<file path="config.mk">
export PLATFORM = sky130hd
export DESIGN_NAME = dut_test_sequencer_flat
export DESIGN_NICKNAME = d
export VERILOG_FILES = /design/src/rtl/dut_seq_pkg.sv /design/src/rtl/dut_test_sequencer_if.sv /design/src/rtl/dut_seq_timer.sv /design/src/rtl/dut_test_sequencer.sv /design/src/flat_wrapper.sv
export SDC_FILE = /design/constraint.sdc
export NUM_CORES = 1
export LEC_CHECK = 0
export CORE_MARGIN = 5
export CORE_UTILIZATION = 38
export CTS_BUF_LIST = sky130_fd_sc_hd__clkbuf_16
export DETAILED_ROUTE_END_ITERATION = 8
export PLACE_DENSITY_LB_ADDON = 0.12
export SLEW_MARGIN = 20
export SYNTH_ARGS = -nofsm -noshare
export SYNTH_HDL_FRONTEND = slang
export SYNTH_HIERARCHICAL = 1
export SYNTH_SLANG_ARGS = --single-unit
</file>
<file path="constraint.sdc">
create_clock -name i_clk -period 4.4 [get_ports i_clk]
set_clock_uncertainty 0.15 [all_clocks]
set_input_delay 0.66 -clock i_clk [delete_from_list [all_inputs] [get_ports i_clk]]
set_output_delay 0.66 -clock i_clk [all_outputs]
set_load 0.02 [all_outputs]
</file>
<file path="src/rtl/dut_seq_pkg.sv">
// Shared opcodes, status codes and control-state encoding for the DUT test sequencer.
package dut_seq_pkg;

  localparam logic [1:0] OP_HEAD  = 2'd0;
  localparam logic [1:0] OP_WRITE = 2'd1;
  localparam logic [1:0] OP_READ  = 2'd2;
  localparam logic [1:0] OP_CALC  = 2'd3;

  localparam logic [1:0] ST_OK      = 2'd0;
  localparam logic [1:0] ST_TIMEOUT = 2'd1;
  localparam logic [1:0] ST_BAD_SEL = 2'd2;

  typedef enum logic [2:0] {
    IDLE  = 3'd0,
    SETUP = 3'd1,
    START = 3'd2,
    WAIT  = 3'd3,
    RESP  = 3'd4
  } seq_state_e;

  // Only WRITE drives the environment with RnW low.
  function automatic logic op_rnw(input logic [1:0] op);
    return (op != OP_WRITE);
  endfunction

endpackage

</file>
<file path="src/rtl/dut_test_sequencer_if.sv">
// Host-side command/response handshake bundle; master = host decoder, slave = sequencer.
interface dut_test_sequencer_if #(
  parameter int BITWIDTH_DATA   = 16,
  parameter int BITWIDTH_ADR    = 6,
  parameter int NUM_DUT         = 3,
  parameter int NUM_BITS_HEADER = 32
);
  localparam int SEL_W = (NUM_DUT > 1) ? $clog2(NUM_DUT) : 1;

  logic                       cmd_valid;
  logic                       cmd_ready;
  logic [1:0]                 cmd_op;
  logic [SEL_W-1:0]           cmd_sel;
  logic [BITWIDTH_ADR-1:0]    cmd_adr;
  logic [BITWIDTH_DATA-1:0]   cmd_data;
  logic                       rsp_valid;
  logic                       rsp_ready;
  logic [BITWIDTH_DATA-1:0]   rsp_data;
  logic [NUM_BITS_HEADER-1:0] rsp_head;
  logic [1:0]                 rsp_status;

  modport master (
    output cmd_valid, cmd_op, cmd_sel, cmd_adr, cmd_data, rsp_ready,
    input  cmd_ready, rsp_valid, rsp_data, rsp_head, rsp_status
  );

  modport slave (
    input  cmd_valid, cmd_op, cmd_sel, cmd_adr, cmd_data, rsp_ready,
    output cmd_ready, rsp_valid, rsp_data, rsp_head, rsp_status
  );

endinterface

</file>
<file path="src/rtl/dut_seq_timer.sv">
// Saturating WAIT-phase cycle counter; o_tc is high while the count sits at TIMEOUT_CYCLES-1.
module dut_seq_timer #(
  parameter int TIMEOUT_CYCLES = 1024
) (
  input  logic i_clk,
  input  logic i_rst,
  input  logic i_clr,
  input  logic i_en,
  output logic o_tc
);
  localparam int              CW     = $clog2(TIMEOUT_CYCLES);
  localparam logic [CW-1:0]   TC_VAL = CW'(TIMEOUT_CYCLES - 1);

  logic [CW-1:0] r_cnt;
  logic          r_tc;
  logic [CW-1:0] w_cnt_nxt;

  // Next count: clear wins, otherwise step until terminal count and hold there.
  always_comb begin
    w_cnt_nxt = r_cnt;
    if (i_clr) begin
      w_cnt_nxt = '0;
    end else if (i_en && (r_cnt != TC_VAL)) begin
      w_cnt_nxt = r_cnt + CW'(1);
    end else begin
      w_cnt_nxt = r_cnt;
    end
  end

  // Count register with terminal flag registered alongside it.
  always_ff @(posedge i_clk) begin
    if (i_rst) begin
      r_cnt <= '0;
      r_tc  <= 1'b0;
    end else begin
      r_cnt <= w_cnt_nxt;
      r_tc  <= (w_cnt_nxt == TC_VAL);
    end
  end

  assign o_tc = r_tc;

endmodule

</file>
<file path="src/rtl/dut_test_sequencer.sv">
// Command-driven sequencer: one host command at a time is turned into select/setup/start/wait
// on the DUT test environment, and the captured result is returned as a held response.
module dut_test_sequencer
  import dut_seq_pkg::*;
#(
  parameter int BITWIDTH_DATA   = 16,
  parameter int BITWIDTH_ADR    = 6,
  parameter int NUM_DUT         = 3,
  parameter int NUM_BITS_HEADER = 32,
  parameter int TIMEOUT_CYCLES  = 1024
) (
  input  logic                       i_clk,
  input  logic                       i_rst,
  dut_test_sequencer_if.slave        host,
  output logic [((NUM_DUT > 1) ? $clog2(NUM_DUT) : 1)-1:0] o_dut_sel,
  output logic [BITWIDTH_ADR-1:0]    o_dut_adr,
  output logic                       o_dut_rnw,
  output logic [BITWIDTH_DATA-1:0]   o_dut_data_in,
  output logic                       o_dut_start_flag,
  input  logic [BITWIDTH_DATA-1:0]   i_dut_data_out,
  input  logic [NUM_BITS_HEADER-1:0] i_dut_head_info,
  input  logic                       i_dut_rdy_flag
);
  localparam int               SEL_W     = (NUM_DUT > 1) ? $clog2(NUM_DUT) : 1;
  localparam logic [SEL_W:0]   NUM_DUT_L = (SEL_W + 1)'(NUM_DUT);

  seq_state_e                 r_state;
  logic [1:0]                 r_op;
  logic                       r_cmd_ready;
  logic                       r_rsp_valid;
  logic [BITWIDTH_DATA-1:0]   r_rsp_data;
  logic [NUM_BITS_HEADER-1:0] r_rsp_head;
  logic [1:0]                 r_rsp_status;
  logic [SEL_W-1:0]           r_dut_sel;
  logic [BITWIDTH_ADR-1:0]    r_dut_adr;
  logic                       r_dut_rnw;
  logic [BITWIDTH_DATA-1:0]   r_dut_data_in;
  logic                       r_start;
  logic                       r_rdy_prev;

  logic w_tmr_clr;
  logic w_tmr_en;
  logic w_tmr_tc;
  logic w_done;
  logic w_bad_sel;

  assign w_tmr_clr = (r_state == START);
  assign w_tmr_en  = (r_state == WAIT);
  assign w_done    = i_dut_rdy_flag && !r_rdy_prev;
  assign w_bad_sel = ({1'b0, host.cmd_sel} >= NUM_DUT_L);

  dut_seq_timer #(
    .TIMEOUT_CYCLES (TIMEOUT_CYCLES)
  ) u_timer (
    .i_clk (i_clk),
    .i_rst (i_rst),
    .i_clr (w_tmr_clr),
    .i_en  (w_tmr_en),
    .o_tc  (w_tmr_tc)
  );

  // Control FSM; every host and environment output is a register written here.
  always_ff @(posedge i_clk) begin
    if (i_rst) begin
      r_state       <= IDLE;
      r_op          <= OP_HEAD;
      r_cmd_ready   <= 1'b1;
      r_rsp_valid   <= 1'b0;
      r_rsp_data    <= '0;
      r_rsp_head    <= '0;
      r_rsp_status  <= ST_OK;
      r_dut_sel     <= '0;
      r_dut_adr     <= '0;
      r_dut_rnw     <= 1'b0;
      r_dut_data_in <= '0;
      r_start       <= 1'b0;
      r_rdy_prev    <= 1'b0;
    end else begin
      case (r_state)
        IDLE: begin
          if (host.cmd_valid && r_cmd_ready) begin
            r_op        <= host.cmd_op;
            r_cmd_ready <= 1'b0;
            if (w_bad_sel) begin
              // Environment lines keep their previous values on a bad select.
              r_rsp_valid  <= 1'b1;
              r_rsp_status <= ST_BAD_SEL;
              r_rsp_data   <= '0;
              r_rsp_head   <= '0;
              r_state      <= RESP;
            end else begin
              r_dut_sel     <= host.cmd_sel;
              r_dut_adr     <= host.cmd_adr;
              r_dut_data_in <= host.cmd_data;
              r_dut_rnw     <= op_rnw(host.cmd_op);
              r_state       <= SETUP;
            end
          end else begin
            r_cmd_ready <= 1'b1;
          end
        end
        SETUP: begin
          if (r_op == OP_HEAD) begin
            r_rsp_head   <= i_dut_head_info;
            r_rsp_data   <= '0;
            r_rsp_status <= ST_OK;
            r_rsp_valid  <= 1'b1;
            r_state      <= RESP;
          end else begin
            r_start <= 1'b1;
            r_state <= START;
          end
        end
        START: begin
          r_start    <= 1'b0;
          r_rdy_prev <= i_dut_rdy_flag;
          r_state    <= WAIT;
        end
        WAIT: begin
          r_rdy_prev <= i_dut_rdy_flag;
          if (w_done) begin
            r_rsp_data   <= i_dut_data_out;
            r_rsp_head   <= i_dut_head_info;
            r_rsp_status <= ST_OK;
            r_rsp_valid  <= 1'b1;
            r_state      <= RESP;
          end else if (w_tmr_tc) begin
            r_rsp_data   <= '0;
            r_rsp_head   <= i_dut_head_info;
            r_rsp_status <= ST_TIMEOUT;
            r_rsp_valid  <= 1'b1;
            r_state      <= RESP;
          end else begin
            r_state <= WAIT;
          end
        end
        RESP: begin
          if (host.rsp_ready) begin
            r_rsp_valid <= 1'b0;
            r_cmd_ready <= 1'b1;
            r_state     <= IDLE;
          end else begin
            r_state <= RESP;
          end
        end
        default: begin
          r_start     <= 1'b0;
          r_rsp_valid <= 1'b0;
          r_cmd_ready <= 1'b1;
          r_state     <= IDLE;
        end
      endcase
    end
  end

  assign host.cmd_ready  = r_cmd_ready;
  assign host.rsp_valid  = r_rsp_valid;
  assign host.rsp_data   = r_rsp_data;
  assign host.rsp_head   = r_rsp_head;
  assign host.rsp_status = r_rsp_status;

  assign o_dut_sel        = r_dut_sel;
  assign o_dut_adr        = r_dut_adr;
  assign o_dut_rnw        = r_dut_rnw;
  assign o_dut_data_in    = r_dut_data_in;
  assign o_dut_start_flag = r_start;

endmodule

</file>
<file path="src/flat_wrapper.sv">
// flat-port wrapper written by rule: the top's interface ports become plain ports
module dut_test_sequencer_flat import dut_seq_pkg::*;
#(
  parameter int BITWIDTH_DATA   = 16,
  parameter int BITWIDTH_ADR    = 6,
  parameter int NUM_DUT         = 3,
  parameter int NUM_BITS_HEADER = 32,
  parameter int TIMEOUT_CYCLES  = 1024
)
  (i_clk, i_rst, o_dut_sel, o_dut_adr, o_dut_rnw, o_dut_data_in, o_dut_start_flag, i_dut_data_out, i_dut_head_info, i_dut_rdy_flag, host_cmd_valid, host_cmd_op, host_cmd_sel, host_cmd_adr, host_cmd_data, host_rsp_ready, host_cmd_ready, host_rsp_valid, host_rsp_data, host_rsp_head, host_rsp_status);
  dut_test_sequencer_if #(.BITWIDTH_DATA(BITWIDTH_DATA), .BITWIDTH_ADR(BITWIDTH_ADR), .NUM_DUT(NUM_DUT), .NUM_BITS_HEADER(NUM_BITS_HEADER)) host_i ();
  input  logic i_clk;
  input  logic i_rst;
  output logic [((NUM_DUT > 1) ? $clog2(NUM_DUT) : 1)-1:0] o_dut_sel;
  output logic [BITWIDTH_ADR-1:0] o_dut_adr;
  output logic o_dut_rnw;
  output logic [BITWIDTH_DATA-1:0] o_dut_data_in;
  output logic o_dut_start_flag;
  input  logic [BITWIDTH_DATA-1:0] i_dut_data_out;
  input  logic [NUM_BITS_HEADER-1:0] i_dut_head_info;
  input  logic i_dut_rdy_flag;
  input wire logic [$bits(host_i.cmd_valid)-1:0] host_cmd_valid;
  input wire logic [$bits(host_i.cmd_op)-1:0] host_cmd_op;
  input wire logic [$bits(host_i.cmd_sel)-1:0] host_cmd_sel;
  input wire logic [$bits(host_i.cmd_adr)-1:0] host_cmd_adr;
  input wire logic [$bits(host_i.cmd_data)-1:0] host_cmd_data;
  input wire logic [$bits(host_i.rsp_ready)-1:0] host_rsp_ready;
  output wire logic [$bits(host_i.cmd_ready)-1:0] host_cmd_ready;
  output wire logic [$bits(host_i.rsp_valid)-1:0] host_rsp_valid;
  output wire logic [$bits(host_i.rsp_data)-1:0] host_rsp_data;
  output wire logic [$bits(host_i.rsp_head)-1:0] host_rsp_head;
  output wire logic [$bits(host_i.rsp_status)-1:0] host_rsp_status;
  assign host_i.cmd_valid = host_cmd_valid;
  assign host_i.cmd_op = host_cmd_op;
  assign host_i.cmd_sel = host_cmd_sel;
  assign host_i.cmd_adr = host_cmd_adr;
  assign host_i.cmd_data = host_cmd_data;
  assign host_i.rsp_ready = host_rsp_ready;
  assign host_cmd_ready = host_i.cmd_ready;
  assign host_rsp_valid = host_i.rsp_valid;
  assign host_rsp_data = host_i.rsp_data;
  assign host_rsp_head = host_i.rsp_head;
  assign host_rsp_status = host_i.rsp_status;
  dut_test_sequencer #(.BITWIDTH_DATA(BITWIDTH_DATA), .BITWIDTH_ADR(BITWIDTH_ADR), .NUM_DUT(NUM_DUT), .NUM_BITS_HEADER(NUM_BITS_HEADER), .TIMEOUT_CYCLES(TIMEOUT_CYCLES)) u_core (.i_clk(i_clk), .i_rst(i_rst), .host(host_i), .o_dut_sel(o_dut_sel), .o_dut_adr(o_dut_adr), .o_dut_rnw(o_dut_rnw), .o_dut_data_in(o_dut_data_in), .o_dut_start_flag(o_dut_start_flag), .i_dut_data_out(i_dut_data_out), .i_dut_head_info(i_dut_head_info), .i_dut_rdy_flag(i_dut_rdy_flag));
endmodule
</file>
-- Yosys cells after proc, flatten, opt, wreduce, memory -nomap -nowiden
Cells that the tools add are included.
- $add $sub $neg: 1
- $mul: 0
- divide/modulo/power cells: 0
- $lt $le $gt $ge: 1
- equality and inequality tests: 13
- shift operators: 0
- muxes and demuxes: 39
- bitwise operators: 4
- reduce and logical (&&, ||, !) cells: 16
- operator list (cell ; number):
    32-bit 2-to-1 mux ; 5
    32-bit one-hot mux with 3 select lines ; 1
    16-bit 2-to-1 mux ; 5
    16-bit one-hot mux with 3 select lines ; 1
    10-bit 2-to-1 mux ; 2
    3-bit 2-to-1 mux ; 6
    3-bit one-hot mux with 5 select lines ; 1
    10-bit by 1-bit adder with 10-bit output, second input constant ; 1
    10-bit equality test, second input constant ; 1
    2-bit 2-to-1 mux ; 5
    10-bit != test, second input constant ; 1
    1-bit 2-to-1 mux ; 9
    2-bit by 1-bit != test with 1-bit output, second input constant ; 4
    3-bit by 2-bit equality test with 1-bit output, second input constant ; 2
    2-bit one-hot mux with 3 select lines ; 1
    2-bit AND reduction ; 3
    6-bit AND reduction ; 1
    3-bit OR reduction ; 2
    1-bit one-hot mux with 5 select lines ; 1
    5-bit AND reduction ; 1
    2-bit != test, second input constant ; 2
    1-bit inverter ; 4
    3-bit by 1-bit equality test with 1-bit output, second input constant ; 1
    3-bit equality test, second input constant ; 1
    other kinds (11) ; 13
- flip-flop bits (word level): 95
- latch bits: 0
- bits in writable memories: 0
- bits in read-only memories: 0
- input bits: 79
- output and inout port bits: 78
- word-level logic and storage cells: 89
- memories: 0

-- Depth between registers and ports, before layout
- depth in word-level cells: 5
- depth in mapped cells: 9
- mapped depth without buffers: 8

-- Modules after synthesis
The synthesis kept the hierarchy.
- modules (own cells, without submodules) (module ; instances ; cells each ; area an instance (um^2) ; seq. area each (um^2)):
    dut_test_sequencer ; 1 ; 358 ; 3258.1 ; 1681.6
    dut_seq_timer ; 1 ; 65 ; 590.6 ; 220.2

-- Worst setup path after synthesis
Ideal clock, no wire load.
- path type: register to register
- start: reg u_core.r_state[2]
- end: reg u_core.u_timer.r_tc, in the netlist u_core/u_timer/o_tc
- library setup time: 0.088 ns
- data arrival time: 1.781 ns
- required time: 4.162 ns
- setup slack: 2.381 ns
- cell stages (with the launch flop): 10
- buffers on the path: 1
- clock period less this slack: 2.019 ns
- path through: dfxtp_1 and2b_1 nand2_1 inv_1 and3_1 buf_4 and4b_1 a211oi_2 nand4_1 nor4_2
- word-level cells in the longest chain between the ends: 5
- elaborated cells on any way between the ends: 6
- classes of those cells: eq/ne: 3; mux: 2; reduce/logical: 1
- RTL lines (what ; RTL line ; RTL):
    start: declaration ; dut_test_sequencer.sv:27 ; seq_state_e r_state;
    start signal: assignment ; dut_test_sequencer.sv:65 ; r_state <= IDLE;
    start signal: assignment ; dut_test_sequencer.sv:90 ; r_state <= RESP;
    start signal: assignment ; dut_test_sequencer.sv:96 ; r_state <= SETUP;
    3-bit by 2-bit equality test with 1-bit output ; dut_test_sequencer.sv:48 ; assign w_tmr_en = (r_state == WAIT);
    via u_core.w_tmr_en ; dut_test_sequencer.sv:42 ; logic w_tmr_en;
    1-bit logical AND ; dut_seq_timer.sv:23 ; end else if (i_en && (r_cnt != TC_VAL)) begin
    10-bit 2-to-1 mux ; dut_seq_timer.sv:23 ;
    10-bit 2-to-1 mux ; dut_seq_timer.sv:21 ; if (i_clr) begin
    10-bit equality test ; dut_seq_timer.sv:37 ; r_tc <= (w_cnt_nxt == TC_VAL);
    end signal: assignment ; dut_seq_timer.sv:37 ;
    end: declaration ; dut_seq_timer.sv:15 ; logic r_tc;
The timed path passes the listed nets, and every way through them passes these cells.
A chain may end at the register's enable or synchronous reset.

-- Final worst setup path
- start: reg u_core.r_state[1]
- end: reg u_core.u_timer.r_tc, in the netlist u_core/u_timer/o_tc
The elaborated chain is that of the path after synthesis.

==> impl_results.md <==
- Share of the synthesized area in the top cell type: 49.4%
- Max Clock Freq: ~390 MHz
- Pleak: about 2.2 nW
- Final Wtd Congestion: 0.806
- Routed WL: around 10000 microns
- Post-synth ARST share: 0%
- Largest family of logic cells by synthesized area: simple AND/OR/NAND/NOR gates
- Initial DRC Count: 185
- Nets@finish: about 650
- Final setup vio count: 0
- Initial core utilization: around two fifths
- Max Cap Viol: 0
- Final Core Density: 58.5%
- Die Span Y: between 100 and 150 microns
- Ys Warns: 6
- Cell internal pwr: approximately 0.0015 W
- Ys flop type: dfxtp_1
- Post-synth EDFFs: 0
- Rel. slew slack: between 30% and 40%
- Combinational power share: between 10% and 20%
- Rows: 36
- Overall routing resource usage: between 15 and 20%
- Startpoint types: register
- Setup Buffers After CTS: 0
- PortBufs: ~160
- GRT overflow: 0
- Via count of the routed design: ~3400
- Count of cell types in the netlist: 55
- Layout cells sized above 1: ~6.3%
- Synth cell count leaders: nand2_1, dfxtp_1, mux2i_1
- PD cells: about 360 mW/mm^2
- Simple logic cell fraction of the synthesized area: between 20% and 30%
- TritonRoute pass-1 iters: 4
- R2r setup slk: roughly 1800 ps
- ANT cells: 0
- Clk pwr share: between 30% and 40%
- Synth Area in XOR/XNOR: less than 1%
- Fin Setup TNS: 0 ps
- Hold Crit Depth: 2
- IO Count: ~160
- Core area: about 0.0098 sq mm
- Critical path's slowest cell: dfxtp_1
- Fin crit period: roughly 2600 ps
- Worst hold-check slack: between 300 and 400 ps
- Peak VDD IR: roughly 0.00025 V
- Syn Std Cell Area: 0.00385 sq mm
- Worst Hold Class: reg -> reg
- Global-route wire length before repair: around 17000 microns
- Syn nets: slightly above 500
- Crit share post-route: 58.7%
- Pins Over Slew Limit: 0
- Total CTS buffers: 9
- TritonCTS Sinks: 95
- Area grow syn2layout: 49.2%
- Synth Area in Adders: less than 1%
- Reg2Reg Depth: 8
- Number of global-route vias before repair: about 3300
- Sw Share: about a quarter
- Worst Path Required: between 4000 and 5000 ps
- Worst-path maximum fanout: 13
- NetSw: ~0.00055 W
- CTS max path bufs: 2
- Die area: 0.0122 sq mm
- Part of the power in registers: 44.6%
- Status: finished, final reports clean
- Synthesis-stage register bit count: between 90 and 100
- CTS H-tree lvls: 3
- Complex-gate fraction of the synthesized area: between 10% and 20%
- Largest net degree at the start of global routing: 38
- Worst skew pair latency: 340 ps
- Final Hold Viols: 0
- Synth area leaders: dfxtp_1, nand2_1, mux2i_1
- Post-DR vias/cell: ~5
- Root Buffer: clkbuf_16
- Avg Synthesized Cell Area: 9.10 sq um
- Mapped Cells: roughly 420
- CP peak stage delay: roughly 620 ps
- WS Path Type: reg -> reg
- Post-detailed-placement half-perimeter wirelength: 7550 microns
- DR WL/cell: around 15 microns
- Die width: between 100 and 150 microns
- CTS tree: done
- Hold_buf cts: 0
- Slew of the pin with the lowest slew margin: 954 ps
- Sequential share of the synthesized area: just under 50%
- Mux cell area share after synthesis: under 10%
- Worst path cell trace: and2b_1 > nand2_1 > inv_1 > and3_1 > a41oi_1 > nor3_1 > nand4_1 > nor4_2
- Remaining DRCs: 0
- Antenna-violating nets left: 0
- Arr. time, crit path: 2680 ps
- Post-CTS Resized: 0
- Count leader, synth: nand2_1
- Unrepaired setup endpoints after global routing: false
- Initial antenna violation count: 0
- CP Capture Type: register
- CTS clk-pin slew, worst paths: 60 ps
- Top cell type by total area after synthesis: dfxtp_1
per-stage QoR:
step / setup slack, ps / area (sq um) / power (W) / std cells
floorplan: 2380 / 3850 / 0.00116 / 423
global placement: 1520 / 5450 / 0.00132 / 688
detailed placement: 1500 / 5450 / 0.00132 / 688
CTS: 1820 / 5740 / 0.00209 / 704
global route: 1680 / 5740 / 0.00216 / 704
finish: 1820 / 5740 / 0.00207 / 704
cells by family after synthesis:
logic type / Yosys count
DFF: 95
and+or+nand+nor: 182
muxes: 38
AOI/OAI and AO/OA: 73
buffers and inverters: 31
adders and majority gates: 1
xor gates and xnor gates: 3
path summary, 6_finish.rpt:
check                                start                        to
setup / recovery         u_core/r_state[1]       u_core/u_timer/o_tc
hold reg to reg   u_core/o_dut_data_in[12]  u_core/o_dut_data_in[12]
hold / removal    u_core/o_dut_data_in[12]  u_core/o_dut_data_in[12]
setup reg to reg         u_core/r_state[1]       u_core/u_timer/o_tc
power groups by stage:
stage | clock network [W] | logic [W] | registers (W)
after floorplan | 0 | 0.000183 | 0.000975
after global placement | 0 | 0.000373 | 0.000943
after detailed placement | 0 | 0.000374 | 0.000943
after CTS | 0.000795 | 0.000376 | 0.000924
after global routing | 0.000829 | 0.000401 | 0.000928
final | 0.000774 | 0.000371 | 0.000924
cell type report:
type,instances,area [sq um]
fill,935,4080
clock inverter,7,72.6
clock buffer,9,225
timing repair buffer,159,1580
multi-input combinational,297,1780
sequential,95,1900
inverter,4,15.0
tap,133,166
layer usage:
layer	up-vias	GRT usage, %	part of all wire (%)
met5	-	0	0
met4	0	4.43	0.30
met3	4	4.54	7.1
met2	115	26.4	48
met1	1580	21.2	44
li1	1747	-	-
flip-flops by register name, indices dropped and copies added (netlist names):
register / cells
u_core/r_rdy_prev: 1
u_core/host.cmd_ready: 1
u_core/host.rsp_head: 32
u_core/r_state: 3
u_core/o_dut_start_flag: 1
u_core/u_timer/r_cnt: 10
u_core/o_dut_sel: 2
u_core/u_timer/o_tc: 1
u_core/host.rsp_status: 2
u_core/o_dut_rnw: 1
u_core/o_dut_adr: 6
u_core/host.rsp_valid: 1
u_core/r_op: 2
u_core/host.rsp_data: 16
u_core/o_dut_data_in: 16
worst max-delay path, delay by kind of cell, from the launching register on:
| kind | cells | cell delay (ps) |
|---|---|---|
| buffers and inverters | 1 | 240 |
| and+or+nand+nor | 6 | 1290 |
| DFF | 1 | 620 |
| AOI/OAI and AO/OA | 1 | 190 |
cell usage in the layout, fill, tap and decap left out, drive strengths merged, types with 3 or more instances in the layout:
cell | netlist | final
clkdlybuf4s50 | 0 | 156
nand2 | 120 | 120
dfxtp | 95 | 95
mux2i | 36 | 36
a21oi | 27 | 27
nor2 | 19 | 19
a22o | 16 | 16
clkbuf | 11 | 9
nor3 | 9 | 9
o21ai | 8 | 8
inv | 4 | 7
nand3 | 6 | 6
nand2b | 4 | 4
and3 | 4 | 4
nor3b | 3 | 3
nor2b | 3 | 3
buf | 16 | 3
a41oi | 3 | 3
a211oi | 3 | 3
Note: power is estimated with default switching activity, not from simulation.
